<file path="src/rtl/game_status_ctrl.sv">
// Game-flow controller: debounces the start key, sequences START -> PLAY -> END -> START
// as a one-hot screen select, and pulses play_init on the first PLAY cycle of each game.
module game_status_ctrl #(
  parameter int unsigned DEBOUNCE_CYCLES = 800000,
  parameter int unsigned END_HOLD_CYCLES = 80000000
) (
  input  logic       Clk_40mhz,
  input  logic       RSTn,
  input  logic       key_start,
  input  logic       collide,
  output logic [2:0] Game_status,
  output logic       play_init
);

  localparam logic [2:0] ST_START = 3'b001;
  localparam logic [2:0] ST_PLAY  = 3'b010;
  localparam logic [2:0] ST_END   = 3'b100;

  localparam int unsigned DW = (DEBOUNCE_CYCLES > 1) ? $clog2(DEBOUNCE_CYCLES) : 1;
  localparam int unsigned HW = $clog2(END_HOLD_CYCLES + 1);

  localparam logic [DW-1:0] DEB_MAX   = DW'(DEBOUNCE_CYCLES - 1);
  localparam logic [HW-1:0] HOLD_LOAD = HW'(END_HOLD_CYCLES);

  logic          r_sync1;
  logic          r_sync2;
  logic          r_deb;
  logic          r_deb_d;
  logic [DW-1:0] r_deb_cnt;
  logic [HW-1:0] r_hold_cnt;
  logic [2:0]    r_status;
  logic          r_play_init;

  logic          w_press;
  logic [2:0]    w_status_nxt;
  logic          w_play_init_nxt;
  logic [HW-1:0] w_hold_nxt;

  // Released level is 1, so the synchronizer resets to 1 to avoid a false press at reset exit.
  always_ff @(posedge Clk_40mhz or negedge RSTn) begin
    if (!RSTn) begin
      r_sync1 <= 1'b1;
      r_sync2 <= 1'b1;
    end else begin
      r_sync1 <= key_start;
      r_sync2 <= r_sync1;
    end
  end

  always_ff @(posedge Clk_40mhz or negedge RSTn) begin
    if (!RSTn) begin
      r_deb     <= 1'b1;
      r_deb_cnt <= '0;
    end else if (r_sync2 != r_deb) begin
      if (r_deb_cnt == DEB_MAX) begin
        r_deb     <= r_sync2;
        r_deb_cnt <= '0;
      end else begin
        r_deb_cnt <= r_deb_cnt + DW'(1);
      end
    end else begin
      r_deb_cnt <= '0;
    end
  end

  always_ff @(posedge Clk_40mhz or negedge RSTn) begin
    if (!RSTn) begin
      r_deb_d <= 1'b1;
    end else begin
      r_deb_d <= r_deb;
    end
  end

  // One event per debounced 1->0 transition; a held key stays low and never re-fires.
  assign w_press = r_deb_d & ~r_deb;

  always_comb begin
    w_status_nxt    = r_status;
    w_play_init_nxt = 1'b0;
    w_hold_nxt      = r_hold_cnt;
    case (r_status)
      ST_START: begin
        if (w_press) begin
          w_status_nxt    = ST_PLAY;
          w_play_init_nxt = 1'b1;
        end
      end
      ST_PLAY: begin
        if (collide) begin
          w_status_nxt = ST_END;
          w_hold_nxt   = HOLD_LOAD;
        end
      end
      ST_END: begin
        // Presses during the dwell are dropped, not remembered for later.
        if (r_hold_cnt != '0) begin
          w_hold_nxt = r_hold_cnt - HW'(1);
        end else if (w_press) begin
          w_status_nxt = ST_START;
        end
      end
      default: begin
        w_status_nxt = ST_START;
      end
    endcase
  end

  always_ff @(posedge Clk_40mhz or negedge RSTn) begin
    if (!RSTn) begin
      r_status    <= ST_START;
      r_play_init <= 1'b0;
      r_hold_cnt  <= '0;
    end else begin
      r_status    <= w_status_nxt;
      r_play_init <= w_play_init_nxt;
      r_hold_cnt  <= w_hold_nxt;
    end
  end

  assign Game_status = r_status;
  assign play_init   = r_play_init;

endmodule

</file>
<file path="config.mk">
export PLATFORM = sky130hd
export DESIGN_NAME = game_status_ctrl
export DESIGN_NICKNAME = d
export VERILOG_FILES = /design/src/rtl/game_status_ctrl.sv
export SDC_FILE = /design/constraint.sdc
export NUM_CORES = 1
export LEC_CHECK = 0
export CAP_MARGIN = 40
export CORE_ASPECT_RATIO = 1.4
export CORE_MARGIN = 4
export CORE_UTILIZATION = 50
export DETAILED_ROUTE_END_ITERATION = 10
export GPL_TIMING_DRIVEN = 0
export PLACE_DENSITY = 0.77
export SLEW_MARGIN = 20
export SYNTH_ARGS = -nofsm -noshare
export SYNTH_HDL_FRONTEND = slang
export SYNTH_SLANG_ARGS = --single-unit
</file>
<file path="constraint.sdc">
create_clock -name Clk_40mhz -period 3.2 [get_ports Clk_40mhz]
set_input_delay 0.96 -clock Clk_40mhz [delete_from_list [all_inputs] [get_ports Clk_40mhz]]
set_output_delay 0.96 -clock Clk_40mhz [all_outputs]
set_load 0.01 [all_outputs]
</file>
==> results.txt <==
outcome: complete, no violations
number of warnings printed during yosys synthesis: 0
share of final-layout standard cells stronger than drive strength 1: 0.104
wire length of the first global-routing pass: 9.27 mm
capture instance of the worst register-to-register path: r_hold_cnt[11]$_DFFE_PN0P_
count of port buffers added during placement: 7
maximum number of pins on one net before global-route repair: 56
Clk Latency, worst-skew pair: 0.31 ns
maximum vdd ir drop: 239 µV
Die Span X: 70.4 µm
Root Buffer: sky130_fd_sc_hd__clkbuf_8
share of the synthesized area in the top cell type: 0.459
Iter 0 DRT Violations: 91
Core Box Area: 5240 µm²
Gate Count Post-Synth: 273
Cell Rows: 31
max-slew violations: 0
global route overflow: 0
setup violators final: 0
fraction of the core area covered by cells at the end of the flow: 0.565
share of synthesized area occupied by flip-flops and latches: 0.507
gpl congestion: 0.861
data required time at the worst endpoint: 3.40 ns
share of flip-flops with an asynchronous set or reset after synthesis: 1.00
Detail Placement HPWL: 3.77 mm
maximum clock frequency: 355 MHz
number of flops mapped to enable cells by yosys: 0
aggregate routed wire length: 5.35 mm
compound-cell area share of the yosys netlist: 0.114
post-route fraction of the period consumed by the critical path: 0.880
critical path class: register to register
maximum clock skew at final layout: 0.00808 ns
top post-synthesis cells by area: sky130_fd_sc_hd__dfrtp_1, sky130_fd_sc_hd__dfstp_2, sky130_fd_sc_hd__xnor2_1
worst slew margin relative to its limit: 0.418
slew at the pin closest to its max-slew limit: 0.860 ns
library cell with the largest summed area after synthesis: sky130_fd_sc_hd__dfrtp_1
nets@finish: 293
largest fanout on the critical path: 10
number of buffers added by the clock tree synthesis step: 5
buffer count from post-CTS setup fixing: 0
Synth Net Count: 279
simple logic cell fraction of the synthesized area: 0.263
number of diodes: 0
clock period minus worst slack: 2.82 ns
detail-routed net length per standard cell: 15.1 µm
drt via density: 6.04
Vias: 2138
internal reg-to-reg setup slack: 0.38 ns
data arrival at the endpoint of the critical path: 3.01 ns
worst hold stages: 0
drt first pass iters: 5
setup tns final: 0 ns
vias in the first global route: 2096
number of distinct standard cells referenced by the synthesized netlist: 48
area share of fa/ha/maj cells after synthesis: 0.00918
Final Total Pwr: 1110 µW
netlist area before placement: 2730 µm²
share of synthesized area spent on multiplexers: 0.0152
category of the worst setup path launch point: register
main combinational cell family by area after synthesis: simple AND/OR/NAND/NOR gates
static leakage power: 0.00113 µW
overall die area: 6710 µm²
RSZ-0062 raised after global routing: no
Reg2Reg Depth: 9
start of the worst register-to-register path: r_hold_cnt[11]$_DFFE_PN0P_
Final Hold Fails: 0
Initial Utilization: 0.520
power density normalized to cell area: 374 nW/µm²
clock-pin transition on the worst setup and hold timing paths: 0.10 ns
Hold Path Sink: r_sync2$_DFF_PN1_
clock buffer depth: 2
synthesis-to-finish area growth: 8.63%
mean instance size in the synthesized netlist: 9.98 µm²
post-synthesis xor/xnor area fraction: 0.0675
clock sinks: 55
antenna violations before repair: 0
commonest register cell after synthesis: sky130_fd_sc_hd__dfrtp_1
Resize count post-CTS: 0
endpoint kind of the worst setup timing path: register
#FFs+latches synth: 55
number of primary I/O pins: 8
number of hold buffers added after cts: 0
Global Route Usage Sum: 0.174
critical hold path startpoint: r_sync1$_DFF_PN1_
class of the tightest hold or removal check: register to register
H-tree depth reported by CTS: 2
Max-cap violations: 0
clock tree from TritonCTS: yes
vertical die dimension: 95.4 µm
antenna-violating nets left: 0
Residual DRC: 0
## Yosys cell counts, types with 3 or more instances
master                     instances
sky130_fd_sc_hd__and2_1            3
sky130_fd_sc_hd__buf_2             3
sky130_fd_sc_hd__nand4_1           4
sky130_fd_sc_hd__nor4_1            7
sky130_fd_sc_hd__xor2_1            7
sky130_fd_sc_hd__or3_1             7
sky130_fd_sc_hd__dfstp_2           5
sky130_fd_sc_hd__o31ai_1           8
sky130_fd_sc_hd__or3_2             4
sky130_fd_sc_hd__mux2i_1           3
sky130_fd_sc_hd__nor2_1           29
sky130_fd_sc_hd__or4_1             6
sky130_fd_sc_hd__and3_1            9
sky130_fd_sc_hd__nand2b_1          6
sky130_fd_sc_hd__dfrtp_1          50
sky130_fd_sc_hd__o311ai_0          5
sky130_fd_sc_hd__a21oi_1           9
sky130_fd_sc_hd__clkbuf_1          6
sky130_fd_sc_hd__o21ai_0           7
sky130_fd_sc_hd__nor3_1            7
sky130_fd_sc_hd__xnor2_1          14
sky130_fd_sc_hd__o211ai_1          3
sky130_fd_sc_hd__inv_1             5
sky130_fd_sc_hd__nand2_1          16
sky130_fd_sc_hd__nand3_1          16
sky130_fd_sc_hd__or2_2             3
## flip-flops by register name, indices dropped and copies added, names as in the netlist
signal and flops:
Game_status 3, play_init 1, r_deb 1, r_deb_cnt 20, r_deb_d 1, r_hold_cnt 27, r_sync1 1, r_sync2 1
## placed cells by master (no fill, tap or decap), types with 3 or more instances in the layout
cell type | synthesis | final
sky130_fd_sc_hd__or3_2 | 4 | 4
sky130_fd_sc_hd__o311ai_0 | 5 | 5
sky130_fd_sc_hd__or4_1 | 6 | 6
sky130_fd_sc_hd__nor3_1 | 7 | 7
sky130_fd_sc_hd__buf_2 | 3 | 3
sky130_fd_sc_hd__clkdlybuf4s50_1 | 0 | 6
sky130_fd_sc_hd__and2_1 | 3 | 3
sky130_fd_sc_hd__dfrtp_1 | 50 | 50
sky130_fd_sc_hd__nor2_1 | 29 | 29
sky130_fd_sc_hd__nand4_1 | 4 | 4
sky130_fd_sc_hd__o211ai_1 | 3 | 3
sky130_fd_sc_hd__nand2_1 | 16 | 16
sky130_fd_sc_hd__xor2_1 | 7 | 7
sky130_fd_sc_hd__dfstp_2 | 5 | 5
sky130_fd_sc_hd__o31ai_1 | 8 | 8
sky130_fd_sc_hd__a21oi_1 | 9 | 9
sky130_fd_sc_hd__mux2i_1 | 3 | 3
sky130_fd_sc_hd__clkbuf_8 | 0 | 5
sky130_fd_sc_hd__inv_1 | 5 | 5
sky130_fd_sc_hd__o21ai_0 | 7 | 7
sky130_fd_sc_hd__or3_1 | 7 | 7
sky130_fd_sc_hd__or2_2 | 3 | 3
sky130_fd_sc_hd__and3_1 | 9 | 9
sky130_fd_sc_hd__nand3_1 | 16 | 16
sky130_fd_sc_hd__clkbuf_1 | 6 | 7
sky130_fd_sc_hd__xnor2_1 | 14 | 14
sky130_fd_sc_hd__nor4_1 | 7 | 7
sky130_fd_sc_hd__nand2b_1 | 6 | 6
## stage by stage
stage / setup WS, ns / cells / area, µm² / hold WS, ns
floorplan: 0.513 / 273 / 2730 / 0.345
detailed placement: 0.398 / 346 / 2880 / 0.348
global placement: -0.462 / 346 / 2880 / 0.348
finish: 0.383 / 354 / 2960 / 0.351
global route: 0.121 / 354 / 2960 / 0.365
CTS: 0.388 / 354 / 2960 / 0.356
## critical path, stage by stage, from the launching register on
cell	delay [ns]
sky130_fd_sc_hd__dfrtp_1	0.41
sky130_fd_sc_hd__or4_1	0.50
sky130_fd_sc_hd__buf_2	0.17
sky130_fd_sc_hd__or4_1	0.39
sky130_fd_sc_hd__clkbuf_2	0.17
sky130_fd_sc_hd__o31ai_1	0.31
sky130_fd_sc_hd__buf_2	0.28
sky130_fd_sc_hd__buf_2	0.26
sky130_fd_sc_hd__nand3_1	0.10
sky130_fd_sc_hd__o311ai_0	0.12
## worst max path at each step
| stage | startpoint | slack (ns) | endpoint |
|---|---|---|---|
| floorplan | r_hold_cnt[11]$_DFFE_PN0P_ | 0.51 | r_hold_cnt[25]$_DFFE_PN0P_ |
| global placement | RSTn | -0.46 | r_hold_cnt[5]$_DFFE_PN0P_ |
| detailed placement | r_hold_cnt[12]$_DFFE_PN0P_ | 0.40 | r_hold_cnt[25]$_DFFE_PN0P_ |
| CTS | r_hold_cnt[12]$_DFFE_PN0P_ | 0.39 | r_hold_cnt[25]$_DFFE_PN0P_ |
| global route | r_hold_cnt[12]$_DFFE_PN0P_ | 0.12 | r_hold_cnt[6]$_DFFE_PN0P_ |
| finish | r_hold_cnt[11]$_DFFE_PN0P_ | 0.38 | r_hold_cnt[11]$_DFFE_PN0P_ |
## power by group
part           switching, µW  internal, µW  total, µW
clock network            222           153        376
logic                   21.1          7.56       28.7
registers               3.17           700        703
## layer usage
metal	track usage	vias to the layer above	part of all wire
li1	-	1028	-
met4	0.0719	0	0.020
met2	0.320	34	0.53
met5	0	-	0
met3	0.0295	10	0.031
met1	0.197	1066	0.42
## cells by family after synthesis
group | Yosys count
AOI/OAI and AO/OA | 45
xor gates and xnor gates | 21
adders and majority gates | 2
buffers and inverters | 16
DFF | 55
muxes | 4
and+or+nand+nor | 130
## cell type report
type / instances / area (µm²)
fillers: 468 / 2280
flip-flops and latches: 55 / 1380
multi-input cells: 202 / 1280
well taps: 66 / 82.6
clock buffers: 6 / 72.6
repair buffers: 7 / 67.6
plain buffers: 11 / 46.3
inverters: 5 / 18.8
clock inverters: 2 / 12.5
No activity file was read; power rests on OpenSTA's default activity.
